$ cat src/rtl/sdram_pkg.sv
// rtl/sdram_pkg.sv - shared types and constants for the SDRAM write-merge buffer
package sdram_pkg;

  typedef enum logic [0:0] {
    WAITWRITE = 1'b0,
    FILL      = 1'b1
  } wb_state_e;

  localparam int         BURST_WORDS = 4;
  localparam logic [7:0] DQM_IDLE    = 8'hFF;
  localparam int         LINE_LSB    = 3;

  // Byte-lane merge: an active-low strobe selects the new byte, otherwise the old one survives.
  function automatic logic [15:0] merge_word(input logic [15:0] old_w,
                                             input logic [15:0] new_w,
                                             input logic        rwl_n,
                                             input logic        rwu_n);
    logic [15:0] res;
    res[15:8] = rwu_n ? old_w[15:8] : new_w[15:8];
    res[7:0]  = rwl_n ? old_w[7:0]  : new_w[7:0];
    return res;
  endfunction

endpackage

$ cat src/rtl/sdram_write_buffer.sv
// rtl/sdram_write_buffer.sv - single-line write-merge buffer feeding masked SDRAM bursts
module sdram_write_buffer
  import sdram_pkg::*;
(
  input  logic        clk,
  input  logic        reset,
  input  logic [31:0] cpu_addr,
  input  logic        cpu_req,
  input  logic        cpu_rw,
  input  logic        cpu_rwl,
  input  logic        cpu_rwu,
  input  logic [15:0] data_from_cpu,
  output logic        cpu_ack,
  input  logic [31:0] probe_addr,
  output logic        probe_hit,
  output logic        sdram_req,
  output logic [31:0] sdram_addr,
  input  logic        sdram_burst,
  output logic [15:0] data_to_sdram,
  output logic [1:0]  sdram_dqm
);

  wb_state_e                         state_q;
  logic [31-LINE_LSB:0]              line_addr_q;
  logic [BURST_WORDS-1:0][15:0]      word_q;
  logic [7:0]                        dqm_q;
  logic [7:0]                        dqm_d;
  logic [15:0]                       word_d;
  logic                              dirty_q;
  logic [1:0]                        wcnt_q;
  logic                              ack_hold_q;
  logic                              cpu_ack_q;
  logic                              sdram_req_q;

  logic [1:0] wsel;
  logic       line_match;
  logic       accept;
  logic       burst_live;
  logic       unused_ok;

  assign wsel       = cpu_addr[2:1];
  assign line_match = (cpu_addr[31:LINE_LSB] == line_addr_q);
  assign burst_live = sdram_burst && dirty_q;

  // Any burst cycle blocks acceptance so the line never changes under a flush.
  assign accept = (state_q == WAITWRITE) && cpu_req && !cpu_rw && !ack_hold_q &&
                  !sdram_burst && (!dirty_q || line_match);

  always_comb begin
    dqm_d                    = dqm_q;
    dqm_d[{wsel, 1'b0} +: 2] = dqm_q[{wsel, 1'b0} +: 2] & {cpu_rwu, cpu_rwl};
    word_d                   = merge_word(word_q[wsel], data_from_cpu, cpu_rwl, cpu_rwu);
  end

  always_ff @(posedge clk or negedge reset) begin
    if (!reset) begin
      state_q     <= WAITWRITE;
      line_addr_q <= '0;
      word_q      <= '0;
      dqm_q       <= DQM_IDLE;
      dirty_q     <= 1'b0;
      wcnt_q      <= 2'd0;
      ack_hold_q  <= 1'b0;
      cpu_ack_q   <= 1'b0;
      sdram_req_q <= 1'b0;
    end else begin
      cpu_ack_q <= accept;

      if (!cpu_req) begin
        ack_hold_q <= 1'b0;
      end else if (accept) begin
        ack_hold_q <= 1'b1;
      end

      if (burst_live) begin
        wcnt_q <= wcnt_q + 2'd1;
      end

      case (state_q)
        WAITWRITE: begin
          if (accept) begin
            line_addr_q  <= cpu_addr[31:LINE_LSB];
            word_q[wsel] <= word_d;
            dqm_q        <= dqm_d;
            dirty_q      <= 1'b1;
            sdram_req_q  <= 1'b1;
          end else if (burst_live) begin
            state_q     <= FILL;
            sdram_req_q <= 1'b0;
          end
        end
        FILL: begin
          // Word data is left in place; the all-ones mask hides it from the next flush.
          if (!sdram_burst) begin
            dirty_q <= 1'b0;
            dqm_q   <= DQM_IDLE;
            wcnt_q  <= 2'd0;
            state_q <= WAITWRITE;
          end
        end
        default: state_q <= WAITWRITE;
      endcase
    end
  end

  assign cpu_ack       = cpu_ack_q;
  assign sdram_req     = sdram_req_q;
  assign sdram_addr    = {line_addr_q, {LINE_LSB{1'b0}}};
  assign probe_hit     = dirty_q && (probe_addr[31:LINE_LSB] == line_addr_q);
  assign data_to_sdram = word_q[wcnt_q];
  assign sdram_dqm     = dqm_q[{wcnt_q, 1'b0} +: 2];

  assign unused_ok = ^{cpu_addr[0], probe_addr[LINE_LSB-1:0]};

endmodule
$ cat config.mk
export PLATFORM = sky130hd
export DESIGN_NAME = sdram_write_buffer
export DESIGN_NICKNAME = d
export VERILOG_FILES = /design/src/rtl/sdram_pkg.sv /design/src/rtl/sdram_write_buffer.sv
export SDC_FILE = /design/constraint.sdc
export NUM_CORES = 1
export LEC_CHECK = 0
export ABC_AREA = 0
export CORE_MARGIN = 2
export CORE_UTILIZATION = 51
export CTS_CLUSTER_SIZE = 12
export DETAILED_ROUTE_END_ITERATION = 6
export PLACE_DENSITY = 0.93
export SYNTH_ARGS = -nofsm -noshare
export SYNTH_HDL_FRONTEND = slang
export SYNTH_SLANG_ARGS = --single-unit
$ cat constraint.sdc
create_clock -name clk -period 2.4 [get_ports clk]
set_clock_uncertainty 0.05 [all_clocks]
set_input_delay 0.48 -clock clk [delete_from_list [all_inputs] [get_ports clk]]
set_output_delay 0.48 -clock clk [all_outputs]
set_load 0.02 [all_outputs]
# Yosys cells after proc, flatten, opt, wreduce, memory -nomap -nowiden
# Index checks and enable logic that the tools add are counted.
# totals
reg_bits	108
in_bits	87
out_inout_bits	53
# classes
n_addsub	2
n_lt_le_gt_ge	3
eq_ne	5
n_shift	4
muxes	26
bitwise	2
reduce_logical	17
# op_table
operator	count
16-bit binary-select mux with 2-bit select	2
64-bit bitwise mux	1
29-bit equality test	2
16-bit two-way mux	3
16-bit demux with 2-bit select	1
8-bit two-way mux	4
8-bit case mux with 2 select lines	1
8-bit by 4-bit variable part select with 2-bit output	2
8-bit bitwise mux	1
1-bit logical AND	8
1-bit two-way mux	8
2-bit by 5-bit variable shift with 8-bit output, first input constant	1
2-bit by 5-bit variable part select with 8-bit output	1
2-bit by 3-bit less-than comparator with 1-bit output, second input constant	2
2-bit two-way mux	3
2-bit AND reduction	3
3-bit negator with 5-bit output	1
1-bit logical NOT	4
2-bit != test, second input constant	2
1-bit case mux with 2 select lines	2
2-bit by 1-bit adder with 2-bit output, second input constant	1
2-bit AND	1
2-bit by 1-bit >= comparator with 1-bit output, second input constant	1
2-bit by 1-bit != test with 1-bit output, second input constant	1
other kinds (3)	3

# Depth between registers and ports, before layout
# Gate-level depths: netlist (run 1).
# logic_depth
depth_word	8
depth_mapped	8
depth_no_buf	7

# Least setup slack after synthesis (run 1)
# OpenSTA, ideal clock, no wires.
# synth_path
kind	register to output
start	register line_addr_q[17]
end	output port probe_hit
arrival_time_ns	1.707
t_required_ns	1.870
slack_ns	0.163
stages_incl_launch_ff	5
path_buffers	0
path_cell_list	dfrtp_1 > xor2_1 > nor4_1 > nand3_1 > nor4_1
# synth_between
elab_chain_cells	2
# synth_rtl
item	line_no	source
start, declared	sdram_write_buffer.sv:24	logic [31-LINE_LSB:0] line_addr_q;
start signal, assigned	sdram_write_buffer.sv:82	line_addr_q <= cpu_addr[31:LINE_LSB];
29-bit equality test	sdram_write_buffer.sv:109	assign probe_hit = dirty_q && (probe_addr[31:LINE_LSB] == line_addr_q);
1-bit logical AND	sdram_write_buffer.sv:109	
end, declared	sdram_write_buffer.sv:15	output logic probe_hit,
# No other way between the ends.

# Final worst setup path (run 1)
# layout_path
start	input port probe_addr[23]
end	output port probe_hit
# layout_between
elab_chain_cells	2
# layout_rtl
item	line_no	source
start, declared	sdram_write_buffer.sv:14	input logic [31:0] probe_addr,
29-bit equality test	sdram_write_buffer.sv:109	
1-bit logical AND	sdram_write_buffer.sv:109	
# No other way between the ends.

==> results.sh, run 1 <==
export IMPL_initial_core_util_pct=52.6
export IMPL_power_switching_mw=3.49
export IMPL_wl_met2_mm=9.39
export IMPL_hold_viol_final=0
export IMPL_netlist_instances=431
export IMPL_synth_main_ff_cell="dfrtp_1"
export IMPL_coreArea_mm2=0.0115
export IMPL_vias=4468
export IMPL_yosysTopAreaCellShare_pct=41.3
export IMPL_slew_headroom_pct=59.3
export IMPL_portBuffers=132
export IMPL_die_h_um=113
export IMPL_rrSetupSlack_ns=0.04
export IMPL_post_route_min_period_ns=2.57
export IMPL_final_max_slew_viol_count=0
export IMPL_clkSinkCount=108
export IMPL_cp_end_kind="primary output"
export IMPL_grt_max_degree=43
export IMPL_critical_path_class="in2out"
export IMPL_critPathMaxFanout=1
export IMPL_via_per_inst=5.86
export IMPL_p_int_mw=6.17
export IMPL_drc=6
export IMPL_timing_rr_start="line_addr_q[3]"
export IMPL_synth_seq_cells=108
export IMPL_wl_per_cell_um=23.0
export IMPL_clk_pin_slew_ns=0.07
export IMPL_fp_row_count=39
export IMPL_cts_buffers_inserted=9
export IMPL_synth_adder_area_share_pct=1.45
export IMPL_yosys_cell_types_count=40
export IMPL_cp_required_ns=1.87
export IMPL_wirelength_mm=17.5
export IMPL_fin_crit_sh_pct=107
export IMPL_overflow=0
export IMPL_clockBufferDepth=2
export IMPL_ant_nets=0
export IMPL_layout_commonest_cell="dfrtp_1"
export IMPL_globalplace_congestion=0.875
export IMPL_synth_area_leaders="dfrtp_1 41%, mux2_2 19%, mux4_2 13%"
export IMPL_status="finished, violations left"
export IMPL_antenna_found_initial=0
export IMPL_hp_class="in2async"
export IMPL_nets=708
export IMPL_cts_root_buf="clkbuf_16"
export IMPL_maxCapViolations=0
export IMPL_n_antenna_cell=0
export IMPL_yosysWarnings=0
export IMPL_setup_ws_ns=-0.166
export IMPL_ir_worst_vdd_uv=641
export IMPL_syn_to_final_growth_pct=43.5
export IMPL_setup_viol=1
export IMPL_pwr_density_cell_mw_per_mm2=1110
export IMPL_worstPathArrival_ns=2.04
export IMPL_max_freq_ghz=0.390
export IMPL_syn_area_mm2=0.00606
export IMPL_p_comb_share_pct=49.5
export IMPL_grt_pass1_wl_mm=25.7
export IMPL_yosys_area_share_simple_pct=5.76
export IMPL_postLayoutCoreUtil_pct=75.5
export IMPL_netSwitchingFraction_pct=36.1
export IMPL_failed_checks="DRC, setup timing"
export IMPL_async_flop_share_pct=100
export IMPL_most_common_layout_cells="99 x dfrtp_1, 93 x clkdlybuf4s50_1, 61 x mux2_2"
export IMPL_leakagePower_nw=3.92
export IMPL_hold_worst_slack_ns=0.0683
export IMPL_cts_tree="yes"
export IMPL_wl_met3_mm=1.18
export IMPL_hpwl_mm=11.6
export IMPL_drt_initial_drc_count=281
export IMPL_drt_met1_wl_mm=6.43
export IMPL_clkPwrFrac_pct=16.1
export IMPL_muxShareOfSynthArea_pct=34.5
export IMPL_grt_setup_unrepaired="true"
export IMPL_grt_pass1_vias=5001
export IMPL_synth_compound_area_share_pct=1.94
export IMPL_syn_avg_cell_area_um2=14.1
export IMPL_die_area_mm2=0.0128
export IMPL_fp_dieW_um=113
export IMPL_clkLatencyLatePin_ns=0.35
export IMPL_grt_use_total_pct=26.1
export IMPL_routed_top_layer="met4"
export IMPL_io_pins=140
export IMPL_ys_seq_area_share_pct=44.8
export IMPL_ff2ff_path_depth=8
export IMPL_synth_edf_count=0
export IMPL_worst_pin_slew_ns=0.611
export IMPL_timing_rr_end="word_q[32]"
export IMPL_htree_levels=3
export IMPL_synth_top_cell_by_area="dfrtp_1"
export IMPL_firstDrtPassIters=6
export IMPL_worstSetupStartpointType="primary input"
export IMPL_p_seq_share_pct=34.4
export IMPL_synth_top_family_by_area="multiplexers"
export IMPL_drive_gt1_share_pct=40.5
export IMPL_synth_xor_area_share_pct=8.67
-- layer usage --
metal,track usage [%],up-vias
li1,-,1936
met1,28.8,2270
met2,48.3,218
met3,7.55,44
met4,8.62,0
met5,0,-
-- flip-flops by register name, indices dropped and copies added, names as in the netlist --
register     count
wcnt_q           2
word_q          64
line_addr_q     29
sdram_req        1
state_q          1
dqm_q            8
ack_hold_q       1
cpu_ack          1
dirty_q          1
-- metrics by stage --
step / worst slack (ns) / instances / area [µm²] / setup TNS (ns) / power, mW
floorplan: 0.163 / 433 / 6070 / 0 / 5.73
global placement: -0.759 / 738 / 7910 / -29.67 / 7.53
detailed placement: -0.719 / 738 / 7910 / -33.77 / 7.77
CTS: -0.165 / 754 / 8240 / -0.165 / 9.29
global route: -0.233 / 762 / 8690 / -2.66 / 10.1
finish: -0.166 / 762 / 8690 / -0.166 / 9.67
-- synth_stat cells, types with 2 or more instances --
master / number
o21ai_0: 3
inv_1: 9
a32oi_1: 6
nor2_4: 4
nand3_1: 2
xnor2_1: 39
mux2_4: 8
nor4_1: 6
xor2_1: 21
o21a_1: 2
buf_6: 3
buf_4: 3
a22o_1: 2
mux2i_1: 2
nor2_1: 12
nor4_2: 2
ha_1: 7
nand4_1: 9
nand2_1: 17
mux2_2: 100
nor3b_1: 2
buf_2: 7
and2_1: 2
dfstp_2: 8
clkbuf_1: 6
mux4_2: 36
dfrtp_1: 100
-- worst max-delay path by stage --
| stage | slack [ns] | start | depth (start not counted) | endpoint |
|---|---|---|---|---|
| global placement | -0.76 | probe_addr[20] | 7 | probe_hit |
| floorplan | 0.16 | line_addr_q[17] | 4 | probe_hit |
| finish | -0.17 | probe_addr[23] | 6 | probe_hit |
| CTS | -0.17 | probe_addr[29] | 7 | probe_hit |
| global route | -0.23 | probe_addr[23] | 6 | probe_hit |
| detailed placement | -0.72 | probe_addr[20] | 7 | probe_hit |
-- critical path, cell delays in order --
cell and delay (ns):
clkdlybuf4s50_1 0.42, xor2_1 0.16, nor4_2 0.30, nand4_1 0.26, nor4_4 0.22, buf_4 0.19
-- cells by family after synthesis --
logic type,after synthesis
multiplexers,147
flip-flops,108
AND/OR/NAND/NOR,62
XOR/XNOR,60
buffers and inverters,31
AO/OA/AOI/OAI,15
adder cells (fa/ha/maj),7
other,1
-- layout make-up --
class                   count  area [µm²]
repair buffers            191        1990
flip-flops and latches    108        2710
clock buffers              11         253
inverters                  10        37.5
fillers                   704        2820
clock inverters             5        58.8
well taps                 143         179
multi-input cells         294        3460
-- power by group through the flow --
stage                     clock, mW  sequential (mW)  combinational [mW]
after floorplan                   0             3.47                2.26
after global placement            0             3.17                4.36
after detailed placement          0             3.25                4.52
after CTS                      1.58             3.24                4.47
after global routing           1.64             3.40                5.06
final                          1.56             3.32                4.79
-- what timing repair did --
action,CTS,global route
hold buffers,0,0
gates cloned,0,4
resized for setup,29,78
hold endpoints to repair,0,0
setup endpoints to repair,79,87
setup buffers,0,4
pin swaps,3,22
Note: power is estimated with default switching activity, not from simulation.
==> inputs of run 2 (changes only) <==
ABC_CLOCK_PERIOD_IN_PS = 2400   (was not set)
SLEW_MARGIN = 40   (was not set)
==> results of run 2 <==
No change in the layout: final DEF, timing and power equal those of run 1.
